`src/rtl/tt_um_ternary_pkg.sv`:
```
// tt_um_ternary_pkg
// Shared definitions for the ternary matrix-vector multiply scheduler:
// FSM state encoding, accumulator width, ternary weight codes, cfg_param
// field layout and the two accumulator-to-byte reduction helpers.
package tt_um_ternary_pkg;

  typedef enum logic [1:0] {
    ST_IDLE  = 2'd0,
    ST_MULT  = 2'd1,
    ST_DRAIN = 2'd2
  } state_t;

  // 16 rows of |act| <= 128 reach at most +/-2048, which needs 13 signed bits.
  localparam int ACC_W = 13;

  // Ternary weight codes; 2'b00 and 2'b10 both mean "zero".
  localparam logic [1:0] W_POS = 2'b01;
  localparam logic [1:0] W_NEG = 2'b11;

  // cfg_param = {in_len-1, out_len-1}
  localparam int CFG_W       = 7;
  localparam int CFG_IN_LSB  = 3;
  localparam int CFG_IN_W    = 4;
  localparam int CFG_OUT_LSB = 0;
  localparam int CFG_OUT_W   = 3;
  localparam logic [CFG_W-1:0] CFG_RESET = 7'h7F;

  // Clamp a signed accumulator into the signed byte range.
  function automatic logic [7:0] reduce_sat(input logic signed [ACC_W-1:0] a);
    if (a > 13'sd127) begin
      return 8'h7F;
    end else if (a < -13'sd128) begin
      return 8'h80;
    end else begin
      return a[7:0];
    end
  endfunction

  // Keep the low byte (two's-complement wrap).
  function automatic logic [7:0] reduce_wrap(input logic signed [ACC_W-1:0] a);
    return a[7:0];
  endfunction

endpackage

```
`src/rtl/tt_um_mult_lane.sv`:
```
// tt_um_mult_lane
// One output lane of the ternary multiplier: a single signed accumulator
// that adds, subtracts or ignores each activation according to its weight.
// Ports:
//   clk, rst       clock, asynchronous active-high reset
//   clr            synchronous clear (start of a new multiply)
//   en             activation handshake for this lane
//   weight [1:0]   ternary weight for the current row
//   act    [7:0]   signed activation
//   acc    [12:0]  signed accumulator value
module tt_um_mult_lane
  import tt_um_ternary_pkg::*;
(
  input  logic             clk,
  input  logic             rst,
  input  logic             clr,
  input  logic             en,
  input  logic [1:0]       weight,
  input  logic [7:0]       act,
  output logic [ACC_W-1:0] acc
);

  logic [ACC_W-1:0] act_ext;
  assign act_ext = {{(ACC_W-8){act[7]}}, act};

  always_ff @(posedge clk or posedge rst) begin
    if (rst) begin
      acc <= '0;
    end else if (clr) begin
      acc <= '0;
    end else if (en) begin
      if (weight == W_POS) begin
        acc <= acc + act_ext;
      end else if (weight == W_NEG) begin
        acc <= acc - act_ext;
      end
    end
  end

endmodule

```
`src/rtl/tt_um_mult_sched.sv`:
```
// tt_um_mult_sched
// Ternary matrix-vector multiply scheduler. A start request latches the
// vector lengths, an activation stream is accumulated into MAX_OUT_LEN
// lanes (one row per handshake), then the lane results are streamed out.
// Optional build macro: MULT_SATURATE_EN -- results are clamped to a signed
// byte instead of wrapping.
// Ports:
//   clk, rst                    clock, asynchronous active-high reset
//   start, cfg_param[6:0]       begin request, {in_len-1, out_len-1}
//   weights                     ternary matrix, weight(i,j) at 2*(i*MAX_OUT_LEN+j)
//   act_valid/act_data/act_ready  activation stream in
//   res_valid/res_data/res_idx/res_ready  result stream out
//   busy, done                  not idle, one-cycle completion pulse
module tt_um_mult_sched
  import tt_um_ternary_pkg::*;
#(
  parameter int MAX_IN_LEN  = 16,
  parameter int MAX_OUT_LEN = 8
) (
  input  logic                              clk,
  input  logic                              rst,
  input  logic                              start,
  input  logic [6:0]                        cfg_param,
  input  logic [2*MAX_IN_LEN*MAX_OUT_LEN-1:0] weights,
  input  logic                              act_valid,
  input  logic [7:0]                        act_data,
  output logic                              act_ready,
  output logic                              res_valid,
  output logic [7:0]                        res_data,
  output logic [2:0]                        res_idx,
  input  logic                              res_ready,
  output logic                              busy,
  output logic                              done
);

  localparam int RW = (MAX_IN_LEN  > 1) ? $clog2(MAX_IN_LEN)  : 1;
  localparam int LW = (MAX_OUT_LEN > 1) ? $clog2(MAX_OUT_LEN) : 1;

  state_t            state_reg, state_next;
  logic [CFG_W-1:0]  cfg_reg;
  logic [RW-1:0]     row_reg;
  logic [LW-1:0]     lane_reg;
  logic              done_reg;

  logic [CFG_IN_W-1:0]  in_m1;
  logic [CFG_OUT_W-1:0] out_m1;
  logic start_fire, act_fire, res_fire, last_row, last_lane;

  assign in_m1  = cfg_reg[CFG_IN_LSB  +: CFG_IN_W];
  assign out_m1 = cfg_reg[CFG_OUT_LSB +: CFG_OUT_W];

  assign start_fire = start && (state_reg == ST_IDLE);
  assign act_fire   = act_valid && act_ready;
  assign res_fire   = res_valid && res_ready;
  assign last_row   = (row_reg  == RW'(in_m1));
  assign last_lane  = (lane_reg == LW'(out_m1));

  // Next state and handshake readiness.
  always_comb begin
    state_next = state_reg;
    act_ready  = 1'b0;
    res_valid  = 1'b0;
    case (state_reg)
      ST_IDLE: begin
        if (start) state_next = ST_MULT;
      end
      ST_MULT: begin
        act_ready = 1'b1;
        if (act_valid && last_row) state_next = ST_DRAIN;
      end
      ST_DRAIN: begin
        res_valid = 1'b1;
        if (res_ready && last_lane) state_next = ST_IDLE;
      end
      default: state_next = ST_IDLE;
    endcase
  end

  always_ff @(posedge clk or posedge rst) begin
    if (rst) begin
      state_reg <= ST_IDLE;
      cfg_reg   <= CFG_RESET;
      row_reg   <= '0;
      lane_reg  <= '0;
      done_reg  <= 1'b0;
    end else begin
      state_reg <= state_next;
      done_reg  <= 1'b0;
      if (start_fire) begin
        cfg_reg  <= cfg_param;
        row_reg  <= '0;
        lane_reg <= '0;
      end
      // Row counter stays on the last row; the next start rewinds it.
      if (act_fire && !last_row) begin
        row_reg <= row_reg + 1'b1;
      end
      if (res_fire) begin
        if (last_lane) begin
          done_reg <= 1'b1;
          lane_reg <= '0;
        end else begin
          lane_reg <= lane_reg + 1'b1;
        end
      end
    end
  end

  // Reshape the flat weight bus into [row][lane] for clean row indexing.
  logic [1:0] w_mat [MAX_IN_LEN][MAX_OUT_LEN];

  genvar gi, gj;
  generate
    for (gi = 0; gi < MAX_IN_LEN; gi++) begin : g_row
      for (gj = 0; gj < MAX_OUT_LEN; gj++) begin : g_col
        assign w_mat[gi][gj] = weights[2*(gi*MAX_OUT_LEN+gj) +: 2];
      end
    end
  endgenerate

  logic [ACC_W-1:0] acc_arr [MAX_OUT_LEN];

  generate
    for (gi = 0; gi < MAX_OUT_LEN; gi++) begin : g_lane
      logic lane_en;
      // Lanes beyond out_len-1 are cleared at start and never enabled.
      assign lane_en = act_fire && (gi <= int'(out_m1));

      tt_um_mult_lane u_lane (
        .clk    (clk),
        .rst    (rst),
        .clr    (start_fire),
        .en     (lane_en),
        .weight (w_mat[row_reg][gi]),
        .act    (act_data),
        .acc    (acc_arr[gi])
      );
    end
  endgenerate

  logic [7:0] red_data;
`ifdef MULT_SATURATE_EN
  assign red_data = reduce_sat($signed(acc_arr[lane_reg]));
`else
  assign red_data = reduce_wrap($signed(acc_arr[lane_reg]));
`endif

  // Result outputs read zero whenever no result is being offered.
  assign res_data = res_valid ? red_data : 8'h00;
  assign res_idx  = res_valid ? 3'(lane_reg) : 3'd0;
  assign busy     = (state_reg != ST_IDLE);
  assign done     = done_reg;

endmodule

```
`config.mk`:
```
export PLATFORM = sky130hd
export DESIGN_NAME = tt_um_mult_sched
export DESIGN_NICKNAME = d
export VERILOG_FILES = /design/src/rtl/tt_um_ternary_pkg.sv /design/src/rtl/tt_um_mult_lane.sv /design/src/rtl/tt_um_mult_sched.sv
export SDC_FILE = /design/constraint.sdc
export NUM_CORES = 1
export LEC_CHECK = 0
export BUFFER_PORTS_ARGS = -buffer_cell sky130_fd_sc_hd__buf_2
export CAP_MARGIN = 20
export CORE_MARGIN = 1
export CORE_UTILIZATION = 50
export DETAILED_ROUTE_END_ITERATION = 10
export PLACE_DENSITY = 0.79
export SLEW_MARGIN = 20
export SYNTH_ARGS = -nofsm -noshare
export SYNTH_HDL_FRONTEND = slang
export SYNTH_SLANG_ARGS = --single-unit
```
`constraint.sdc`:
```
create_clock -name clk -period 5.05 [get_ports clk]
set_clock_uncertainty 0.2 [all_clocks]
set_input_delay 0.505 -clock clk [delete_from_list [all_inputs] [get_ports clk]]
set_output_delay 0.505 -clock clk [all_outputs]
set_load 0.1 [all_outputs]
```
==> impl_results.md <==
- CTS H-tree lvls: 3
- CORE AREA: around 17000 um2
- Number of nets in the layout: between 1500 and 2000
- # DRC: 0
- Top_reg_cell synth: dfrtp_1
- Clock Tree Root: clkbuf_16
- Routed vias/inst: 6.253
- CTS tree: yes
- Pleak: roughly 5.1 nW
- Post-synth EDFFs: 0
- Layout cells sized above 1: 0.3663
- Global placement routability congestion: a little under 1
- Max reg flops: 64
- HP Class: input port to async pin
- Worst EP arrival: between 4000 and 5000 ps
- Initial antenna violation count: 2
- Io pins: between 200 and 300
- TNS Setup: 0 ps
- Pwr per Cell Area: 596.1 nW/um2
- Num CTS Buffers: 9
- Fmax: around 220 MHz
- Worst vdd ir: between 0.0003 and 0.0004 V
- CP required: between 5000 and 6000 ps
- Iteration-0 DRC Markers: around 860
- Largest net degree at the start of global routing: 75
- IO Port Bufs: slightly below 300
- Kind of critical path: flip-flop to flip-flop
- Max clock buf depth: 2
- Final WL: about 33000 um
- Post-CTS resize count: 0
- GRT overflow: 0
- Unrepaired setup endpoints after global routing: false
- Drt pass-1 iters: 5
- Vias in the first global route: 8754
- Total Power: approximately 6.6 mW
- Worst Setup End Kind: flip-flop
- Seq/Total Area, Yosys: 0.2257
- Final Cycle Share: 0.9010
- Clock-pin transition on the worst setup and hold timing paths: ~60 ps
- Slew margin rel.: 0.2458
- Maximum fanout along the worst path: 25
- Cell Area, Placed: 10690 um2
- Ant diodes: 0
- Die Footprint: 18580 um2
- Design area: 10990 um2
- CTS sink count: between 80 and 90
- Fin. max-slew vios: 0
- Antenna-violating nets left: 0
- Final core occ: 0.6288
- First-pass GRT wire length: slightly below 50000 um
- Cell count after synthesis: roughly 940
- Post-CTS Setup Bufs: 0
- CP startpoint kind: flip-flop
- Synth Net Count: about 1300
- Wire length per cell: roughly 23 um
- Die X: between 100 and 150 um
- Endpoints failing hold: 0
- Starting density of the core: 0.5160
- Detailed-route via count: 9005
- Final setup violation count: 0
- Asr flop ratio synth: 1.000
- Area Growth Syn to Fin: 21.85%
- DIE HEIGHT: about 140 um
- WHS: a little under 100 ps
- Synth Cell Area: 9019 um2
- Crit path time final: 4550 ps
- Gr usage total: 0.3621
- Clock Latency Late Sink: about 340 ps
- Rows: 48
- Status: completed
- Worst-margin pin slew: between 1000 and 1500 ps
- Cts hold-fix bufs: 0
- Yosys reg bits: 81
- Ys Warns: 0
- Synth cell types: 52
- DPL Wire Length: 25970 um
- Syn_area_per_cell: about 9.6 um2
- Max-Cap Viols: 0
## worst paths after layout
path | startpoint | endpoint | slack, ps | depth (start not counted)
max in group asynchronous | rst | cfg_reg[1]$_DFFE_PP1P_ | 3560 | 3
setup / recovery | row_reg[0]$_DFFE_PP0P_ | g_lane[3].u_lane.acc[7]$_DFFE_PP0P_ | 500 | 15
setup reg to reg | row_reg[0]$_DFFE_PP0P_ | g_lane[3].u_lane.acc[7]$_DFFE_PP0P_ | 500 | 15
hold / removal | rst | g_lane[4].u_lane.acc[3]$_DFFE_PP0P_ | 100 | 2
hold reg to reg | g_lane[5].u_lane.acc[7]$_DFFE_PP0P_ | g_lane[5].u_lane.acc[7]$_DFFE_PP0P_ | 280 | 1
min in group clk | cfg_param[6] | cfg_reg[6]$_DFFE_PP1P_ | 200 | 2
## layout by cell type (no fill, tap or decap), types with 3 or more instances in the layout
cell type  instances
xnor2_1           42
buf_4             20
dfrtp_1           71
buf_2            290
clkbuf_1           3
a211oi_1           3
xor2_1            46
nor3_1            18
ha_1              67
and2_1             7
mux4_1             6
fa_1               8
nand2b_1          25
nand3_1           70
o21ai_0           91
mux4_2            64
dfstp_2            7
clkbuf_16          9
a21boi_0           5
o31ai_1            4
mux2i_1           42
o41ai_1            3
nand2_1           50
nor4_1             6
nor2b_1           15
o22ai_1            6
a221oi_1           4
a21o_1            11
a21oi_1           30
mux2_2            35
inv_1             39
or3_1              5
o211ai_1           6
nor2_1            75
## kinds of logic (layout without fill, tap and decap cells)
family                     count (synthesis)  after routing  synth area share
and+or+nand+nor                          278            278            0.1466
DFF                                       81             81            0.2257
adders and majority gates                 75             75            0.1107
muxes                                    148            148            0.2689
xor gates and xnor gates                  88             88           0.08546
AOI/OAI and AO/OA                        176            176            0.1167
buffers and inverters                     97            369           0.04592
## power by group
group,internal (mW),leakage [nW],total [mW],switching (mW)
sequential,0.917,1.05,1.31,0.392
combinational,2.19,3.96,4.57,2.38
clock,0.397,0.140,0.676,0.279
total,3.50,5.15,6.55,3.05
## through the flow
step	setup WS (ps)	cells
floorplan	738.9	943
global placement	641.3	1423
detailed placement	566.5	1423
CTS	523.2	1439
global route	80.60	1440
finish	499.9	1440
## metal layers
layer | routed length [um] | global-route usage
met1 | 13150 | 0.4946
met2 | 14280 | 0.5589
met3 | 4255 | 0.1115
met4 | 792 | 0.08580
met5 | 26 | 0
## synthesized netlist by cell type (4+ instances only)
cell type,instances,area [um2]
a21boi_0,5,37.54
a21o_1,11,82.58
a21oi_1,30,150.1
a221oi_1,4,35.03
and2_1,7,43.79
buf_1,7,26.28
buf_2,13,65.06
buf_4,4,30.03
clkbuf_1,30,112.6
dfrtp_1,74,1852
dfstp_2,7,183.9
fa_1,8,160.2
ha_1,67,838.3
inv_1,40,150.1
mux2_2,35,394.1
mux2i_1,42,420.4
mux4_1,6,157.7
mux4_2,64,1441
nand2_1,51,191.4
nand2b_1,25,156.4
nand3_1,70,350.3
nor2_1,75,281.5
nor2b_1,15,93.84
nor3_1,18,90.09
nor4_1,6,37.54
o211ai_1,6,45.04
o21ai_0,91,455.4
o22ai_1,6,37.54
o31ai_1,4,30.03
or3_1,5,31.28
xnor2_1,42,367.9
xor2_1,46,402.9
## worst max-delay path, cell delays in order, from the launching register on
cell and delay, ps:
dfrtp_4 720, buf_12 250, mux4_1 550, mux2_2 270
nor4_1 280, a41o_2 250, nor2_1 70, xor2_1 260
ha_1 330, a21oi_1 180, a21boi_0 140, o21ai_0 280
a21oi_1 130, nor2b_1 150, mux2i_1 220, mux2i_1 200
## area by class of cell
| type | count | area [um2] |
|---|---|---|
| Tap cell | 225 | 281.5 |
| Clock inverter | 3 | 42.54 |
| Multi-Input combinational cell | 765 | 6589 |
| Timing Repair Buffer | 312 | 1629 |
| Inverter | 41 | 155.1 |
| Clock buffer | 13 | 250.2 |
| Sequential cell | 81 | 2042 |
| Fill cell | 1452 | 6487 |
Power figures use the tool's default switching activity.
